`config.mk`:
```
export PLATFORM = sky130hd
export DESIGN_NAME = load_store_unit
export DESIGN_NICKNAME = d
export VERILOG_FILES = /design/src/rtl/lsu_pkg.sv /design/src/rtl/lsu_load_align.sv /design/src/rtl/load_store_unit.sv
export SDC_FILE = /design/constraint.sdc
export NUM_CORES = 1
export LEC_CHECK = 0
export CAP_MARGIN = 0
export CORE_AREA = 4 4 114 116
export DETAILED_ROUTE_END_ITERATION = 6
export DIE_AREA = 0 0 118 120
export PLACE_DENSITY = 0.95
export SLEW_MARGIN = 10
export SYNTH_ARGS = -nofsm -noshare
export SYNTH_HDL_FRONTEND = slang
export SYNTH_SLANG_ARGS = --single-unit
```
`constraint.sdc`:
```
create_clock -name clk_i -period 5.46 [get_ports clk_i]
set_input_delay 0.546 -clock clk_i [delete_from_list [all_inputs] [get_ports clk_i]]
set_output_delay 0.546 -clock clk_i [all_outputs]
set_load 0.005 [all_outputs]
```
`src/rtl/lsu_pkg.sv`:
```
// Shared definitions for the load/store unit: RV32I width codes, FSM states,
// the default bus timeout, and the store-lane/legality helpers used at accept.
// Contents: F3_* encodings, lsu_state_e, LSU_TIMEOUT_DEFAULT, lsu_bad_access,
// lsu_store_be, lsu_store_data.
package lsu_pkg;

  localparam int unsigned LSU_TIMEOUT_DEFAULT = 255;

  // RV32I load/store width codes (funct3)
  localparam logic [2:0] F3_B  = 3'b000;
  localparam logic [2:0] F3_H  = 3'b001;
  localparam logic [2:0] F3_W  = 3'b010;
  localparam logic [2:0] F3_BU = 3'b100;
  localparam logic [2:0] F3_HU = 3'b101;

  typedef enum logic [1:0] {
    LSU_IDLE = 2'd0,
    LSU_REQ  = 2'd1,
    LSU_WAIT = 2'd2,
    LSU_RESP = 2'd3
  } lsu_state_e;

  // Request is rejected without touching the bus when the width code does not
  // exist for the direction, or the address is not naturally aligned.
  function automatic logic lsu_bad_access(input logic       we,
                                          input logic [2:0] f3,
                                          input logic [1:0] off);
    logic illegal;
    logic misaligned;
    if (we) begin
      illegal = (f3 > F3_W);
    end else begin
      illegal = (f3 == 3'b011) || (f3 == 3'b110) || (f3 == 3'b111);
    end
    // f3[1:0] == 01 covers both H and HU
    misaligned = ((f3[1:0] == 2'b01) && off[0]) ||
                 ((f3 == F3_W) && (off != 2'b00));
    return illegal || misaligned;
  endfunction

  // Byte enables for a store; only called for legal, aligned stores.
  function automatic logic [3:0] lsu_store_be(input logic [1:0] f3_lo,
                                              input logic [1:0] off);
    logic [3:0] be;
    be = 4'b1111;
    case (f3_lo)
      2'b00:   be = 4'b0001 << off;
      2'b01:   be = off[1] ? 4'b1100 : 4'b0011;
      default: be = 4'b1111;
    endcase
    return be;
  endfunction

  // Store data replicated across every lane so the byte enables pick the lane.
  function automatic logic [31:0] lsu_store_data(input logic [1:0]  f3_lo,
                                                 input logic [31:0] wdata);
    logic [31:0] d;
    d = wdata;
    case (f3_lo)
      2'b00:   d = {4{wdata[7:0]}};
      2'b01:   d = {2{wdata[15:0]}};
      default: d = wdata;
    endcase
    return d;
  endfunction

endpackage

```
`src/rtl/lsu_load_align.sv`:
```
// Load data extraction: shifts the bus word down by the byte offset and
// sign- or zero-extends according to funct3. Purely combinational, no state.
// Ports: funct3_i (width code), offset_i (addr[1:0]), rdata_i (bus word),
// data_o (register-file value).
module lsu_load_align
  import lsu_pkg::*;
(
  input  logic [2:0]  funct3_i,
  input  logic [1:0]  offset_i,
  input  logic [31:0] rdata_i,
  output logic [31:0] data_o
);

  logic [31:0] shifted;

  always_comb begin
    shifted = rdata_i >> {offset_i, 3'b000};
    data_o  = shifted;
    case (funct3_i)
      F3_B:    data_o = {{24{shifted[7]}}, shifted[7:0]};
      F3_H:    data_o = {{16{shifted[15]}}, shifted[15:0]};
      F3_BU:   data_o = {24'h000000, shifted[7:0]};
      F3_HU:   data_o = {16'h0000, shifted[15:0]};
      default: data_o = shifted;
    endcase
  end

endmodule

```
`src/rtl/load_store_unit.sv`:
```
// Purpose: RV32I load/store unit bridging a single-request core port to a
//   req/gnt/rvalid memory bus, with alignment, lane steering and timeout.
// Latency: 3 cycles accept-to-rsp_valid with immediate gnt/rvalid; 1 cycle
//   for rejected (misaligned/illegal) requests.
// Backpressure: one transaction in flight; req_ready_o low while busy, the
//   core holds its request; mem_* held stable until mem_gnt_i.
// Ports: clk_i/rst_i; req_* core request; rsp_* completion pulse; busy_o
//   stall; mem_* bus request/response.
module load_store_unit
  import lsu_pkg::*;
#(
  parameter int unsigned TIMEOUT_CYCLES = LSU_TIMEOUT_DEFAULT
) (
  input  logic        clk_i,
  input  logic        rst_i,
  input  logic        req_valid_i,
  input  logic        req_we_i,
  input  logic [2:0]  req_funct3_i,
  input  logic [31:0] req_addr_i,
  input  logic [31:0] req_wdata_i,
  output logic        req_ready_o,
  output logic        rsp_valid_o,
  output logic [31:0] rsp_rdata_o,
  output logic        rsp_err_o,
  output logic        busy_o,
  output logic        mem_req_o,
  output logic        mem_we_o,
  output logic [3:0]  mem_be_o,
  output logic [31:0] mem_addr_o,
  output logic [31:0] mem_wdata_o,
  input  logic        mem_gnt_i,
  input  logic        mem_rvalid_i,
  input  logic [31:0] mem_rdata_i
);

  localparam int unsigned CNT_W = (TIMEOUT_CYCLES < 1) ? 1 : $clog2(TIMEOUT_CYCLES + 1);
  localparam logic [CNT_W-1:0] CNT_LIMIT = CNT_W'(TIMEOUT_CYCLES);

  lsu_state_e        state_q, state_d;
  logic [31:0]       addr_q, addr_d;
  logic [2:0]        funct3_q, funct3_d;
  logic              we_q, we_d;
  logic [3:0]        be_q, be_d;
  logic [31:0]       wdata_q, wdata_d;
  logic [CNT_W-1:0]  cnt_q, cnt_d;
  logic [31:0]       rdata_q, rdata_d;
  logic              err_q, err_d;

  logic              timeout_hit;
  logic              bad_access;
  logic [31:0]       load_data;

  lsu_load_align u_align (
    .funct3_i (funct3_q),
    .offset_i (addr_q[1:0]),
    .rdata_i  (mem_rdata_i),
    .data_o   (load_data)
  );

  assign bad_access  = lsu_bad_access(req_we_i, req_funct3_i, req_addr_i[1:0]);
  // The abort cycle itself drops mem_req_o, so a grant in that cycle cannot
  // have been issued against this request.
  assign timeout_hit = ((state_q == LSU_REQ) || (state_q == LSU_WAIT)) &&
                       (cnt_q == CNT_LIMIT);

  always_comb begin
    state_d  = state_q;
    addr_d   = addr_q;
    funct3_d = funct3_q;
    we_d     = we_q;
    be_d     = be_q;
    wdata_d  = wdata_q;
    cnt_d    = cnt_q;
    rdata_d  = rdata_q;
    err_d    = err_q;

    case (state_q)
      LSU_IDLE: begin
        if (req_valid_i) begin
          addr_d   = req_addr_i;
          funct3_d = req_funct3_i;
          we_d     = req_we_i;
          be_d     = req_we_i ? lsu_store_be(req_funct3_i[1:0], req_addr_i[1:0]) : 4'b1111;
          wdata_d  = req_we_i ? lsu_store_data(req_funct3_i[1:0], req_wdata_i) : 32'h0;
          cnt_d    = '0;
          rdata_d  = 32'h0;
          err_d    = bad_access;
          state_d  = bad_access ? LSU_RESP : LSU_REQ;
        end
      end
      LSU_REQ: begin
        if (timeout_hit) begin
          err_d   = 1'b1;
          state_d = LSU_RESP;
        end else begin
          cnt_d = cnt_q + 1'b1;
          if (mem_gnt_i) begin
            state_d = LSU_WAIT;
          end
        end
      end
      LSU_WAIT: begin
        if (timeout_hit) begin
          err_d   = 1'b1;
          state_d = LSU_RESP;
        end else begin
          cnt_d = cnt_q + 1'b1;
          if (mem_rvalid_i) begin
            // Stores complete with zero data; the bus word is meaningless.
            rdata_d = we_q ? 32'h0 : load_data;
            state_d = LSU_RESP;
          end
        end
      end
      LSU_RESP: begin
        state_d = LSU_IDLE;
      end
      default: begin
        state_d = LSU_IDLE;
      end
    endcase
  end

  always_ff @(posedge clk_i) begin
    if (rst_i) begin
      state_q  <= LSU_IDLE;
      addr_q   <= 32'h0;
      funct3_q <= 3'b000;
      we_q     <= 1'b0;
      be_q     <= 4'b0000;
      wdata_q  <= 32'h0;
      cnt_q    <= '0;
      rdata_q  <= 32'h0;
      err_q    <= 1'b0;
    end else begin
      state_q  <= state_d;
      addr_q   <= addr_d;
      funct3_q <= funct3_d;
      we_q     <= we_d;
      be_q     <= be_d;
      wdata_q  <= wdata_d;
      cnt_q    <= cnt_d;
      rdata_q  <= rdata_d;
      err_q    <= err_d;
    end
  end

  // Bus outputs are zero whenever no request is presented.
  assign mem_req_o   = (state_q == LSU_REQ) && !timeout_hit;
  assign mem_we_o    = mem_req_o && we_q;
  assign mem_be_o    = mem_req_o ? be_q : 4'b0000;
  assign mem_addr_o  = mem_req_o ? {addr_q[31:2], 2'b00} : 32'h0;
  assign mem_wdata_o = mem_req_o ? wdata_q : 32'h0;

  assign req_ready_o = (state_q == LSU_IDLE);
  assign busy_o      = (state_q != LSU_IDLE);
  assign rsp_valid_o = (state_q == LSU_RESP);
  assign rsp_err_o   = rsp_valid_o && err_q;
  assign rsp_rdata_o = rsp_valid_o ? rdata_q : 32'h0;

endmodule
```
* Word-level counts from Yosys, hierarchy flattened
Cells that the tools add are included. Widths: inputs -> output; s select.
Operators by class: add/sub/neg operators 1, order comparisons 1, equal/unequal tests 19, shifts and indexed selects 2, multiplexer cells 29, reduce and logical (&&, ||, !) cells 25
Operator list (number):
- $mux 32 | 8
- $pmux 32 s2 | 2
- $pmux 32 s4 | 1
- $shr 32x5->32 | 1
- $mux 8 | 2
- $pmux 8 s2 | 1
- $eq 3x3->1 const B | 4
- $mux 2 | 6
- $mux 4 | 3
- $reduce_and 3->1 | 3
- $add 8x1->8 const B | 1
- $eq 8x8->1 const B | 1
- $ne 2x2->1 const B | 4
- $pmux 2 s4 | 1
- $pmux 4 s2 | 1
- $reduce_bool 2->1 | 4
- $eq 3x2->1 const B | 2
- $logic_and 1x1->1 | 6
- $ne 3x3->1 const B | 2
- $logic_or 1x1->1 | 5
- $eq 2x1->1 const B | 2
- $eq 2x2->1 const B | 2
- $logic_not 2->1 | 2
- $reduce_and 4->1 | 1
- other kinds (10) | 12
Storage, ports and cells: bits in registers 115, bits of input ports 105, output and inout port bits 106, logic and storage cells 86

* Depth between registers and ports, before layout
depth in word-level cells 8, gate-level depth with buffers 9, gate-level depth less buffers 7

* By module
From an unflattened synthesis, not the netlist that was laid out.
Unflattened totals: cells, all modules 709, area, all modules 5889.4 sq um
By module, submodules not included:
- load_store_unit | instances 1, cells an instance 602, area each 5195.0 sq um, sequential area each 2302.2 sq um
- lsu_load_align | instances 1, cells an instance 107, area each 694.4 sq um, sequential area each 0.0 sq um

* Worst setup path after synthesis
No wires, ideal clock.
kind register -> output, start register state_q[0], end output mem_wdata_o[10], arrival 1.837 ns, data required time 4.914 ns, slack 3.077 ns, stages on the path, launching flop included 9, path through dfxtp_1 inv_1 ha_1 nand4_1 nor2_2 nor2_1 clkbuf_1 clkbuf_1 and2_1
Between the ends: word-level cells in the longest chain between the ends 6, elaborated cells between the ends (all ways) 7
RTL lines:
- from (decl) | RTL line load_store_unit.sv:39 | lsu_state_e state_q, state_d;
- from (signal assigned) | RTL line load_store_unit.sv:136 | state_q <= state_d;
- $eq 2x1->1 or $eq 2x2->1 (tied branches) | RTL line load_store_unit.sv:63, load_store_unit.sv:149
- $logic_or 1x1->1 | RTL line load_store_unit.sv:63 | assign timeout_hit = ((state_q == LSU_REQ) || (state_q == LSU_WAIT)) &&
- $logic_and 1x1->1 | RTL line load_store_unit.sv:63
- $logic_not 1->1 | RTL line load_store_unit.sv:149 | assign mem_req_o = (state_q == LSU_REQ) && !timeout_hit;
- $logic_and 1x1->1 * | RTL line load_store_unit.sv:149
- $mux 32 * | RTL line load_store_unit.sv:153 | assign mem_wdata_o = mem_req_o ? wdata_q : 32'h0;
- to (decl) | RTL line load_store_unit.sv:30 | output logic [31:0] mem_wdata_o,
Mark *: on every way between the ends. The rest lies on a longest branch, timed or not.

* Worst setup path after layout
start register state_q[0], end output mem_addr_o[15]
Between the ends: word-level cells in the longest chain between the ends 6, elaborated cells between the ends (all ways) 7
RTL lines:
- $eq 2x1->1 or $eq 2x2->1 (tied branches) | RTL line load_store_unit.sv:63, load_store_unit.sv:149
- $logic_or 1x1->1 | RTL line load_store_unit.sv:63
- $logic_and 1x1->1 | RTL line load_store_unit.sv:63
- $logic_not 1->1 | RTL line load_store_unit.sv:149
- $logic_and 1x1->1 * | RTL line load_store_unit.sv:149
- $mux 32 * | RTL line load_store_unit.sv:152 | assign mem_addr_o = mem_req_o ? {addr_q[31:2], 2'b00} : 32'h0;
- to (decl) | RTL line load_store_unit.sv:29 | output logic [31:0] mem_addr_o,
Marks and branches as above.

==> flow_summary.yaml <==
place:
  dpl_cell_area_mm2: 0.00784
  place_inst: 985
  dp_hpwl_um: 12400
  portBuffers: 208
  place.gp.congestion: 0.859
synth:
  yosysWarnings: 0
  syn_avg_cell_area_um2: 8.52
  ys_seq_area_share_pct: 39.9
  syn_area_mm2: 0.00577
  ys_ff_latch: 115
  syn_inst: 678
  ys_types: 49
pwr:
  total_power_mw: 2.97
  vdd_drop_max_mv: 0.209
  p_leak_nw: 3.11
  power_density_mw_per_mm2: 355
run:
  max-cap-violations: 0
setup_path:
  worst_setup_path_end_kind: "output port"
  crit_required_ns: 4.91
  r2r_cells: 5
  path_cells: "inv_1, ha_1, nand4_1, nor2_2, nor2_4, and2_1, clkdlybuf4s50_1"
  crit_type: "flop to output port"
  slowest_stage: "nor2_4"
  critPathMaxStageDelay_ns: 0.83
  arrival_ns: 3.21
  start_kind: "flop"
  path_max_fanout: 68
die:
  num_rows: 40
  die_x_um: 118
  dieArea_mm2: 0.0142
  die_h_um: 120
  ioPinCount: 211
  coreArea_mm2: 0.0119
  floorplan.initialDensity_pct: 48.5
grt:
  overflow: 0
  antenna_found_initial: 0
  grt_pass1_wl_um: 28700
  grtUsageTotal_pct: 25.1
  grt_max_degree: 89
  grt_pass1_vias: 5640
timing:
  relSlewSlack_pct: 26.8
  timing.final.crit_share_pct: 68.9
  fmax_mhz: 266
  drv_slew: 0
  final-setup-viol-count: 0
  skew_ns: 0.0137
  worst_pin_slew_ns: 1.10
  hold_violations: 0
  whs_ns: 0.449
  rsz0062_at_grt: "false"
  tns_ns: 0
  fin_crit_ns: 3.76
routing:
  wl_um: 18200
  initialDrtViolationCount: 558
  wl_per_cell_um: 17.9
  route.detailed.drc: 0
  via_per_inst: 5.62
  postRouteAntennaNets: 0
  first_pass_iters: 5
  via_count: 5692
layout:
  drive_gt1_share_pct: 9.70
  final_common_cell: "clkdlybuf4s50_1"
  nNetsFinal: 967
  final_cells: 1013
  n_antenna_cell: 0
  final_area_mm2: 0.00839
  areaGrowthSynthToFinish_pct: 45.3
  mostFrequentLayoutCells: "clkdlybuf4s50_1, dfxtp_1, and2_1"
clock_network:
  cts.repair.resized: 0
  cts_tree: "yes"
  cts_buffer_depth: 2
  clk_latency_ns: 0.42
  cts_buffers: 17
  cts_root_buffer: "clkbuf_16"
  clk_pin_slew_ns: 0.05
  cts_sinks: 115
  cts_setup_buffers: 0
  htree_num_levels: 4
  cts_hold_buf: 0
hold_path:
  hp-class: "flop to flop"
  holdPathStages: 2
run_status:
  outcome: "finished clean"
==> synthesized netlist by cell type (all sizes together) <==
master   number  area, um^2
nand3        11        55.1
dfxtp       115        2300
and2        101         632
nor4          3        25.0
a211oi        5        37.5
nand4         4        25.0
o21a          2        15.0
o211ai        9        67.6
nor3          7        40.0
nor4b         1        23.8
conb          1        3.75
buf          12        81.3
a21oi        50         250
inv           5        18.8
or2b          2        15.0
nand2        98         368
a221oi        9        78.8
a21o          1        7.51
or3           2        12.5
a221o        16         173
o2bb2ai       8        70.1
nor2         44         168
o21ai        23         115
nor3b         3        33.8
clkinv        1        3.75
and3          1        6.26
o21bai        2        15.0
mux2i        17         170
a211o         1        8.76
ha            5        62.6
nand4b        2        32.5
clkbuf       40         150
nor2b         3        18.8
nand2b        3        18.8
mux2         34         387
nand3b        9        67.6
a22oi        24         180
xnor2         4        35.0
==> registers in the layout, indices dropped and copies added (netlist names) <==
name,count
wdata_q,32
be_q,4
funct3_q,3
cnt_q,8
err_q,1
addr_q,32
state_q,2
we_q,1
rdata_q,32
==> per-layer routing <==
| layer | global-route usage [%] | share of wire [%] | vias up |
|---|---|---|---|
| met5 | 0 | 0 | - |
| li1 | - | - | 2719 |
| met3 | 9.00 | 8.3 | 44 |
| met2 | 41.5 | 48 | 274 |
| met1 | 29.5 | 41 | 2655 |
| met4 | 10.5 | 3.0 | 0 |
==> worst paths after layout <==
path               from              to  slack [ns]
min          addr_q[31]      addr_q[31]        0.45
max reg2reg   addr_q[0]     rdata_q[16]        2.64
min reg2reg  addr_q[31]      addr_q[31]        0.45
max          state_q[0]  mem_addr_o[15]        1.70
==> per-stage QoR <==
stage	util, %	setup WS (ns)
3_3_place_gp	65.8	2.25
6_report	70.5	1.70
3_5_place_dp	65.8	2.09
4_1_cts	70.5	1.66
2_1_floorplan	-	3.08
5_1_grt	70.5	1.42
==> final cells by class <==
class / instances / area (um^2)
Inverter: 6 / 22.5
Clock inverter: 5 / 52.6
Tap cell: 147 / 184
Clock buffer: 23 / 498
Sequential cell: 115 / 2300
Timing Repair Buffer: 211 / 2100
Fill cell: 839 / 3520
Multi-Input combinational cell: 506 / 3230
==> where the power goes <==
| part | total [mW] | internal, mW | switching (mW) |
|---|---|---|---|
| sequential | 1.04 | 0.954 | 0.0873 |
| combinational | 0.880 | 0.370 | 0.510 |
| clock | 1.05 | 0.672 | 0.381 |
| total | 2.97 | 2.00 | 0.978 |
==> critical path, delay by kind of cell, from the launching register on <==
family | cells | cell delay (ns)
buffers and inverters | 2 | 0.60
AND/OR/NAND/NOR | 4 | 1.39
adder cells (fa/ha/maj) | 1 | 0.39
flip-flops | 1 | 0.39
==> cell families after synthesis <==
group / synth area share [%]
simple gates: 26.7
fa+ha+maj: 1.08
compound gates: 17.6
mux: 9.64
buf+inv: 4.40
xor+xnor: 0.607
other cells: 0.0649
flops: 39.9
No activity file was read; power rests on OpenSTA's default activity.
